File: src/rtl/rx_serial_8o1.sv
// ---------------------------------------------------------------------------
// rx_serial_8o1 -- asynchronous serial receiver, 8 data bits, odd parity,
// 1 stop bit (8O1), LSB first, idle-high line.
//
// The receiver looks for a falling edge on the line and confirms the start bit
// at half a bit period. It then samples every following bit in the middle of
// its period. The result is delivered through a level/acknowledge handshake:
// tem_dado stays high until limpa is seen.
//
// Parameters
//   BAUD_RATE       : 115200 selects M = 434 ticks per bit; any other value
//                     selects M = 5208 (9600 baud at 50 MHz).
//
// Ports
//   clock           : in   system clock (50 MHz)
//   reset           : in   synchronous, active-high reset
//   entrada_serial  : in   serial line, idle 1
//   limpa           : in   consumer acknowledge, clears tem_dado
//   dados_ascii     : out  [7:0] last received byte
//   tem_dado        : out  a byte is waiting to be consumed (level)
//   pronto          : out  one-cycle pulse when a frame completes
//   paridade_ok     : out  odd-parity check of the last frame
//   erro_frame      : out  stop bit of the last frame was sampled as 0
//   db_estado       : out  [6:0] FSM state code as seven-segment pattern
//                          (active-low, bit order g..a)
//   db_contagem     : out  [3:0] index of the bit being received
//   db_tick         : out  sampling tick
//
// Build option
//   RX_SERIAL_SYNC_EN : when defined, entrada_serial passes through a
//                       two-flop synchronizer. Both flops reset to 1. The
//                       synchronizer adds two cycles of latency.
// ---------------------------------------------------------------------------
module rx_serial_8o1 #(
    parameter int BAUD_RATE = 9600
) (
    input  logic       clock,
    input  logic       reset,
    input  logic       entrada_serial,
    input  logic       limpa,
    output logic [7:0] dados_ascii,
    output logic       tem_dado,
    output logic       pronto,
    output logic       paridade_ok,
    output logic       erro_frame,
    output logic [6:0] db_estado,
    output logic [3:0] db_contagem,
    output logic       db_tick
);

    localparam int M  = (BAUD_RATE == 115200) ? 434 : 5208;
    localparam int H  = M / 2;
    localparam int CW = $clog2(M);

    localparam logic [CW-1:0] M_LAST   = CW'(M - 1);
    localparam logic [CW-1:0] H_LAST   = CW'(H - 1);
    localparam logic [CW-1:0] CNT_ZERO = {CW{1'b0}};
    localparam logic [CW-1:0] CNT_ONE  = CW'(1);

    typedef enum logic [2:0] {
        INICIAL      = 3'd0,
        CONFIRMA     = 3'd1,
        ESPERA       = 3'd2,
        AMOSTRA      = 3'd3,
        FIM          = 3'd4,
        AGUARDA_IDLE = 3'd5
    } state_t;

    // Seven-segment pattern (active-low, g..a) for one hex digit.
    function automatic logic [6:0] hexa7seg(input logic [3:0] v);
        logic [6:0] seg;
        case (v)
            4'h0:    seg = 7'b1000000;
            4'h1:    seg = 7'b1111001;
            4'h2:    seg = 7'b0100100;
            4'h3:    seg = 7'b0110000;
            4'h4:    seg = 7'b0011001;
            4'h5:    seg = 7'b0010010;
            4'h6:    seg = 7'b0000010;
            4'h7:    seg = 7'b1111000;
            4'h8:    seg = 7'b0000000;
            4'h9:    seg = 7'b0010000;
            4'hA:    seg = 7'b0001000;
            4'hB:    seg = 7'b0000011;
            4'hC:    seg = 7'b1000110;
            4'hD:    seg = 7'b0100001;
            4'hE:    seg = 7'b0000110;
            4'hF:    seg = 7'b0001110;
            default: seg = 7'b1111111;
        endcase
        return seg;
    endfunction

    // Odd parity holds when data bits plus parity bit have an odd count of ones.
    function automatic logic odd_parity_ok(input logic [8:0] data_and_parity);
        return ^data_and_parity;
    endfunction

    logic              linha_s;
    state_t            state_q;
    logic [CW-1:0]     tick_cnt_q;
    logic [3:0]        bit_cnt_q;
    logic [9:0]        shift_q;
    logic [7:0]        dados_q;
    logic              tem_dado_q;
    logic              pronto_q;
    logic              paridade_ok_q;
    logic              erro_frame_q;
    logic              db_tick_q;
    logic [6:0]        db_estado_q;

    logic [CW-1:0]     tick_cnt_d;
    logic [3:0]        bit_cnt_d;
    logic [9:0]        shift_d;

`ifdef RX_SERIAL_SYNC_EN
    logic sync1_q;
    logic sync2_q;

    // Two-flop synchronizer. Reset to the idle level so no false start is seen.
    always_ff @(posedge clock) begin
        if (reset) begin
            sync1_q <= 1'b1;
            sync2_q <= 1'b1;
        end else begin
            sync1_q <= entrada_serial;
            sync2_q <= sync1_q;
        end
    end

    assign linha_s = sync2_q;
`else
    assign linha_s = entrada_serial;
`endif

    // Shifting right places d0 at bit 0 after ten samples; parity lands at
    // bit 8 and the stop bit at bit 9.
    assign tick_cnt_d = tick_cnt_q + CNT_ONE;
    assign bit_cnt_d  = bit_cnt_q + 4'd1;
    assign shift_d    = {linha_s, shift_q[9:1]};

    // Receiver FSM with all outputs registered.
    always_ff @(posedge clock) begin
        if (reset) begin
            state_q       <= INICIAL;
            tick_cnt_q    <= CNT_ZERO;
            bit_cnt_q     <= 4'd0;
            shift_q       <= 10'd0;
            dados_q       <= 8'h00;
            tem_dado_q    <= 1'b0;
            pronto_q      <= 1'b0;
            paridade_ok_q <= 1'b0;
            erro_frame_q  <= 1'b0;
            db_tick_q     <= 1'b0;
        end else begin
            pronto_q  <= 1'b0;
            db_tick_q <= 1'b0;
            // The FIM branch below assigns tem_dado later in this block, so
            // completing a frame takes priority over an acknowledge.
            if (limpa) begin
                tem_dado_q <= 1'b0;
            end else begin
                tem_dado_q <= tem_dado_q;
            end

            case (state_q)
                INICIAL: begin
                    if (!linha_s) begin
                        tick_cnt_q <= CNT_ZERO;
                        bit_cnt_q  <= 4'd0;
                        state_q    <= CONFIRMA;
                    end else begin
                        state_q    <= INICIAL;
                    end
                end

                CONFIRMA: begin
                    if (tick_cnt_q == H_LAST) begin
                        tick_cnt_q <= CNT_ZERO;
                        if (linha_s) begin
                            state_q <= INICIAL;
                        end else begin
                            state_q <= ESPERA;
                        end
                    end else begin
                        tick_cnt_q <= tick_cnt_d;
                    end
                end

                ESPERA: begin
                    if (tick_cnt_q == M_LAST) begin
                        tick_cnt_q <= CNT_ZERO;
                        db_tick_q  <= 1'b1;
                        state_q    <= AMOSTRA;
                    end else begin
                        tick_cnt_q <= tick_cnt_d;
                    end
                end

                AMOSTRA: begin
                    // The counter keeps running through this cycle, so the
                    // sample spacing stays exactly M clocks.
                    tick_cnt_q <= tick_cnt_d;
                    shift_q    <= shift_d;
                    bit_cnt_q  <= bit_cnt_d;
                    if (bit_cnt_q == 4'd9) begin
                        state_q <= FIM;
                    end else begin
                        state_q <= ESPERA;
                    end
                end

                FIM: begin
                    dados_q       <= shift_q[7:0];
                    paridade_ok_q <= odd_parity_ok(shift_q[8:0]);
                    erro_frame_q  <= ~shift_q[9];
                    pronto_q      <= 1'b1;
                    tem_dado_q    <= 1'b1;
                    if (linha_s) begin
                        state_q <= INICIAL;
                    end else begin
                        state_q <= AGUARDA_IDLE;
                    end
                end

                AGUARDA_IDLE: begin
                    // A line held low (break) must not start a new frame.
                    if (linha_s) begin
                        state_q <= INICIAL;
                    end else begin
                        state_q <= AGUARDA_IDLE;
                    end
                end

                default: begin
                    state_q <= INICIAL;
                end
            endcase
        end
    end

    // Registered seven-segment view of the current state.
    always_ff @(posedge clock) begin
        if (reset) begin
            db_estado_q <= hexa7seg(4'd0);
        end else begin
            db_estado_q <= hexa7seg({1'b0, state_q});
        end
    end

    assign dados_ascii = dados_q;
    assign tem_dado    = tem_dado_q;
    assign pronto      = pronto_q;
    assign paridade_ok = paridade_ok_q;
    assign erro_frame  = erro_frame_q;
    assign db_estado   = db_estado_q;
    assign db_contagem = bit_cnt_q;
    assign db_tick     = db_tick_q;

endmodule

File: config.mk
export PLATFORM = sky130hd
export DESIGN_NAME = rx_serial_8o1
export DESIGN_NICKNAME = d
export VERILOG_FILES = /design/src/rtl/rx_serial_8o1.sv
export SDC_FILE = /design/constraint.sdc
export NUM_CORES = 1
export LEC_CHECK = 0
export BUFFER_PORTS_ARGS = -buffer_cell sky130_fd_sc_hd__buf_2
export CAP_MARGIN = 20
export CELL_PAD_IN_SITES_DETAIL_PLACEMENT = 0
export CELL_PAD_IN_SITES_GLOBAL_PLACEMENT = 1
export CORE_MARGIN = 10
export CORE_UTILIZATION = 46
export DETAILED_ROUTE_END_ITERATION = 8
export PLACE_DENSITY_LB_ADDON = 0.1
export SYNTH_ARGS = -nofsm -noshare
export SYNTH_HDL_FRONTEND = slang
export SYNTH_SLANG_ARGS = --single-unit
export TNS_END_PERCENT = 20
File: constraint.sdc
create_clock -name clock -period 3.68 [get_ports clock]
set_input_delay 0.552 -clock clock [delete_from_list [all_inputs] [get_ports clock]]
set_output_delay 0.552 -clock clock [all_outputs]
set_load 0.01 [all_outputs]
======== Yosys cells after proc, flatten, opt, wreduce, memory -nomap -nowiden ========
Memories as Yosys holds them, arrays and structs flattened. A register that Yosys moved wholly into a read port is not among the register bits.
Cells that the tools add are included.
operators by class
  $add $sub $neg .......................... 2
  equal/unequal tests ..................... 11
  mux-type cells .......................... 17
  bitwise operators ....................... 2
  reductions and logical operators ........ 10
operators with widths
  kind                                                                      count
  13-bit case mux with 4 select lines                                       1
  13-bit 2-to-1 mux                                                         3
  3-bit case mux with 5 select lines                                        1
  13-bit by 1-bit adder with 13-bit output (second input constant)          1
  13-bit by 12-bit equality test with 1-bit output (second input constant)  1
  13-bit equality test (second input constant)                              1
  3-bit 2-to-1 mux                                                          4
  9-bit XOR reduction                                                       1
  4-bit case mux with 2 select lines                                        1
  3-bit by 2-bit equality test with 1-bit output (second input constant)    2
  3-bit equality test (second input constant)                               2
  2-bit inequality test (second input constant)                             3
  2-bit AND reduction                                                       3
  1-bit 2-to-1 mux                                                          5
  4-bit by 1-bit adder with 4-bit output (second input constant)            1
  4-bit equality test (second input constant)                               1
  4-bit 2-to-1 mux                                                          1
  2-bit nonzero test                                                        2
  4-bit nonzero test                                                        1
  2-bit OR reduction                                                        2
  3-bit by 1-bit equality test with 1-bit output (second input constant)    1
  3-bit zero test                                                           1
  2-bit 2-to-1 mux                                                          1
  1-bit inverter                                                            2
word-level totals
  bits in registers ....................... 43
  bits in read-only memories .............. 56
  bits of input ports ..................... 4
  logic and storage cells ................. 53
  memories ................................ 1
memory list
  memory           depth  bits a word  read ports  clocked after Yosys merged registers in  write ports  RTL line  source
  (no name shown)  8      7            1           1                                        0            72        case (v)

======== Longest topological paths before layout ========
  word-level depth ........................ 3
  depth in mapped cells ................... 8
  depth with buffers taken out ............ 7

======== Least setup slack after synthesis ========
Ideal clock, no wire load.
  kind .................................... register -> register
  start point ............................. reg state_q[0]
  end point ............................... reg tick_cnt_q[8]
  setup time .............................. 0.121 ns
  data arrival time ....................... 1.810 ns
  required time ........................... 3.559 ns
  path slack .............................. 1.749 ns
  cell stages (with the launch flop) ...... 9
  buffers on the path ..................... 1
  clock period less this slack ............ 1.931 ns
  path through ............................ dfxtp_1 inv_1 ha_1 buf_6 or4_4 and2_4 and4_4 xnor2_2 nor2_1
on the way
  cells in the longest elaborated chain, start to end .. 3
  elaborated cells on any way between the ends .. 8
ends and longest elaborated chain
  item                                                                    RTL line  source
  from (decl)                                                             100       state_t state_q;
  from (signal assigned)                                                  145       state_q <= INICIAL;
  from (signal assigned)                                                  171       state_q <= CONFIRMA;
  from (signal assigned)                                                  173       state_q <= INICIAL;
  3-bit by 2-bit equality test with 1-bit output (tied with other cells)  166       case (state_q)
  4-bit nonzero test (no line) or 2-bit inequality test (tied branches)   -
  2-bit AND reduction (no line)                                           -
  to (signal assigned)                                                    186       tick_cnt_q <= tick_cnt_d;
  to (signal assigned)                                                    196       tick_cnt_q <= tick_cnt_d;
  to (signal assigned)                                                    203       tick_cnt_q <= tick_cnt_d;
  to (decl)                                                               101       logic [CW-1:0] tick_cnt_q;
Several ways; a longest one is shown, not always the timed one.
A chain may end at the register's enable or synchronous reset.

======== Final worst setup path ========
  start point ............................. reg state_q[0]
  end point ............................... reg tick_cnt_q[11]
The elaborated chain is that of the path after synthesis.

==> summary by stage <==
Clocking
Counting every sink on the clock net gives 50. Hold repair after CTS inserted 0 buffers. The H-tree generated during clock tree synthesis spans 2 levels. The longest clock path from root to sink contains 2 buffers.

The post-CTS resize count is 0. The number of post-CTS setup repair buffers is 0. The clock latency of the later-clocked register in the worst-skew pair is 0.30 ns. The register clock-pin slew on the reported worst setup and hold paths is ~0.09 ns. The tree is rooted in a sky130_fd_sc_hd__clkbuf_8. TritonCTS built the clock tree. In this run, CTS created clock tree buffers numbering 5.

Floorplanning
The top-level port count is 28. The floorplan step set the die width to 90.6 um. After floorplanning, the core was sized to cover ~0.0048 mm2. The floorplan step defined a die boundary enclosing 0.00820 mm2.

Row generation in the floorplan step produced 25 rows. Once the floorplan was initialized, standard cells occupied 47.8% of the core. The floorplan die height is 90.6 um.

Timing
The number of failing hold endpoints at the final stage came to 0. Setup violations remaining at the end of the flow were counted as 0. Measured against its own limit, the worst slew margin works out to roughly half. The number of max-slew violations in the final report is 0. The worst path setup slack after routing is 1.62 ns. Setup repair after global routing left no endpoint under its margin. On the final layout, the worst clock skew is roughly 0.0065 ns. The final worst-path cycle share is approximately 56%. The shortest clock period the worst path allows after layout is around 2 ns. The final total negative setup slack is 0 ns. The transition time at the pin with the least slew margin is about 0.74 ns.

Timing would allow up to 486 MHz.

Synthesis
The count of synthesis-stage warnings from yosys is 0. The most used flip-flop cell after synthesis is sky130_fd_sc_hd__dfxtp_1. The largest family of logic cells by synthesized area is simple AND/OR/NAND/NOR gates.

Synthesis handed over a netlist of approximately 270 instances. The commonest cells after synthesis are sky130_fd_sc_hd__dfxtp_1 (50), sky130_fd_sc_hd__nand2_1 (50), sky130_fd_sc_hd__a21oi_1 (29), sky130_fd_sc_hd__nor2_1 (28). Yosys mapped the design onto between 50 and 60 distinct sky130hd cell types. The area share of the largest cell type after synthesis is 43.7%.

The average cell area after synthesis is about 8.6 um2. The area share of xor/xnor cells in the synthesized design is slightly above 7%. The cell type with the highest aggregate area in the netlist is sky130_fd_sc_hd__dfxtp_1. The register bit count reported by yosys is 50. In the synthesized netlist, mux cells make up 0% of the area. The fraction of the mapped netlist area in adder cells is around 3.8%.

The post-synthesis simple-gate area fraction is 26.7%. The synthesized netlist net count is between 200 and 300. Of all flip-flops after synthesis, the portion carrying an async set or reset was 0%.

Ranked by total cell area, the synthesized netlist is headed by sky130_fd_sc_hd__dfxtp_1 (44%), sky130_fd_sc_hd__nand2_1 (8.2%), sky130_fd_sc_hd__a21oi_1 (6.3%). Yosys mapped a number of flops with a built-in enable equal to 0. Summing the sequential cell areas from Yosys gives between 40% and 50% of the chip area. The cell area that synthesis handed to floorplanning was ~0.0023 mm2. The area fraction in compound gates after synthesis is 14.6%.

Critical path
The start of the worst register-to-register path is state_q[0]. In this design, the largest share of critical-path delay is due to simple AND/OR/NAND/NOR gates. Among all stages on the critical path, the largest delay is contributed by sky130_fd_sc_hd__or4_4. Following the worst setup path forward leads to its endpoint at tick_cnt_q[11]. The critical path is of the flip-flop to flip-flop type.

The capture instance of the worst register-to-register path is tick_cnt_q[11]. Walking the worst path, the cells encountered are inv_1 -> ha_1 -> or4_4 -> and3_4 -> nand4_1 -> xor2_1 -> nor2_1. For flop-to-flop paths, the worst setup slack is approximately 1.6 ns. The most critical setup path has its startpoint at state_q[0].

The number of cells on the worst reg-to-reg path is 7. STA classifies the critical path startpoint as a flip-flop. The data arrival time of the worst path is 2.25 ns. The number of buffers and inverters on the critical path is 1.

On the worst path, the slowest cell contributes a delay of 0.59 ns. In this run the worst path has a maximum fanout of 10. The kind of end point of the critical path is a flip-flop.

The logic depth of the worst path, buffers included is 7. At the worst endpoint, the required time is about 3.9 ns.

Global routing
The number of global-route vias before repair is roughly 1700. Entering global routing, the biggest net connects 44 pins. The global-route congestion overflow total is 0. The number of antenna violations at the first check in global routing is 0. The first global-routing pass estimated roughly 8000 um of wire. The global-route usage over all layers is between 10% and 20%.

Drt
The sum of routed wire length over all layers is 4610 um. After detailed routing, the average wire length per cell comes to 13.1 um. The total number of vias is 1807.

The final routed DRC violation total is 0. In this run, the number of DRC markers left after iteration 0 of detailed routing was 62. The count of TritonRoute iterations in the first routing pass is 4. The detail-routed via count per cell is 5.12. The final antenna-violating net count is 0.

Pwr
The analysis attributes to net switching a power of 436 uW. The internal power of the cells totals just over 900 uW. The total power divided by cell area is around 530 mW/mm2.

The switching part of the total is between 30% and 40%. The maximum vdd ir drop is between 0.2 and 0.3 mV. The part of the power in the clock network is 28.2%.

The combinational share of power is around 28%. The leakage power is 0.946 nW. The share of total power dissipated in sequential elements is 43.8%.

Min path
The hold path startpoint is dados_ascii[5]. The path class of the tightest hold or removal check is flip-flop to flip-flop.

Place
The cell total after placement is 345. Before CTS, the worst setup slack after placement is roughly 1.6 ns. The detailed-placement wirelength estimate is around 3300 um. Buffers placed on the I/O ports in this run total 27. The congestion estimate from routability-driven global placement came to just under 0.8. The placed cell area is 0.00244 mm2.

Layout
The area taken by flip-flops and latches is 0.00100 mm2. The relative area change from synthesis to final layout is 11.3%. The finished cells cover about 0.0025 mm2. The multi-input combinational cells in the finished layout cover a total of 0.00120 mm2. Once layout is complete, the utilization of the core stands at a little over half.

The post-route non-filler standard cell count is between 300 and 400. The final-layout fill cell count is roughly 480. In the final design database the tool counted ~300 nets. The count of antenna diodes in the layout is 0. Of the cells placed in the final design, the portion with a size suffix greater than 1 is between 10% and 20%.

Run
The tool flagged a number of max-cap violations equal to 0.

Run status
The flow ran to the end, and the final reports show no timing, DRC or antenna violations.
==> worst min-delay path by stage <==
stage,end,slack [ns],depth (start not counted)
final,dados_ascii[5],0.45,2
after floorplan,erro_frame,0.44,1
after detailed placement,dados_ascii[5],0.44,2
after CTS,dados_ascii[5],0.46,2
after global routing,dados_ascii[1],0.48,2
after global placement,dados_ascii[2],0.44,2
==> cells by family after synthesis <==
kind of cell / after synthesis
adder cells (fa/ha/maj): 7
XOR/XNOR: 18
AND/OR/NAND/NOR: 120
AO/OA/AOI/OAI: 51
buffers and inverters: 19
flip-flops: 50
==> through the flow <==
stage | power, mW | hold slack [ns]
finish | 1.35 | 0.453
global route | 1.44 | 0.475
CTS | 1.37 | 0.457
detailed placement | 0.983 | 0.443
global placement | 0.984 | 0.442
floorplan | 0.911 | 0.436
==> sequential cells by signal (all words and copies together) (netlist names), 3 cells and up <==
name / count
state_q: 3
dados_ascii: 8
db_estado: 7
shift_q: 10
tick_cnt_q: 13
db_contagem: 4
==> final cells by class <==
| class | count | area share (%) |
|---|---|---|
| inverters | 5 | 0.737 |
| flip-flops and latches | 50 | 39.3 |
| multi-input cells | 196 | 47.1 |
| repair buffers | 27 | 5.30 |
| clock buffers | 6 | 2.85 |
| well taps | 67 | 3.29 |
| clock inverters | 2 | 1.47 |
==> cells in the final DEF, fill, tap and decap left out, types with 6 or more instances in the layout <==
cell                       Yosys  layout
sky130_fd_sc_hd__a21oi_1      29      29
sky130_fd_sc_hd__buf_2         1      27
sky130_fd_sc_hd__dfxtp_1      50      50
sky130_fd_sc_hd__ha_1          7       7
sky130_fd_sc_hd__nand2_1      50      50
sky130_fd_sc_hd__nand2b_1      6       6
sky130_fd_sc_hd__nand4_1       6       6
sky130_fd_sc_hd__nor2_1       28      28
sky130_fd_sc_hd__xnor2_1       8       8
sky130_fd_sc_hd__xor2_1        9       9
==> power by group through the flow <==
| stage | registers (mW) | clock network, mW | logic, mW |
|---|---|---|---|
| global placement | 0.604 | 0 | 0.380 |
| global route | 0.597 | 0.421 | 0.422 |
| CTS | 0.592 | 0.396 | 0.380 |
| finish | 0.592 | 0.381 | 0.377 |
| detailed placement | 0.604 | 0 | 0.379 |
| floorplan | 0.610 | 0 | 0.302 |
==> per-layer routing <==
layer / up-vias / wire length (um) / track usage [%]
met5: - / 0 / 0
met4: 0 / 70 / 4.38
met3: 6 / 247 / 3.74
met2: 29 / 2110 / 17.8
met1: 825 / 2180 / 14.6
li1: 947 / - / -
==> worst register-to-register path: stages (launching register included) <==
cell,delay (ns)
sky130_fd_sc_hd__dfxtp_1,0.42
sky130_fd_sc_hd__inv_1,0.09
sky130_fd_sc_hd__ha_1,0.31
sky130_fd_sc_hd__or4_4,0.59
sky130_fd_sc_hd__and3_4,0.21
sky130_fd_sc_hd__nand4_1,0.11
sky130_fd_sc_hd__xor2_1,0.16
sky130_fd_sc_hd__nor2_1,0.05
Power figures use the tool's default switching activity.
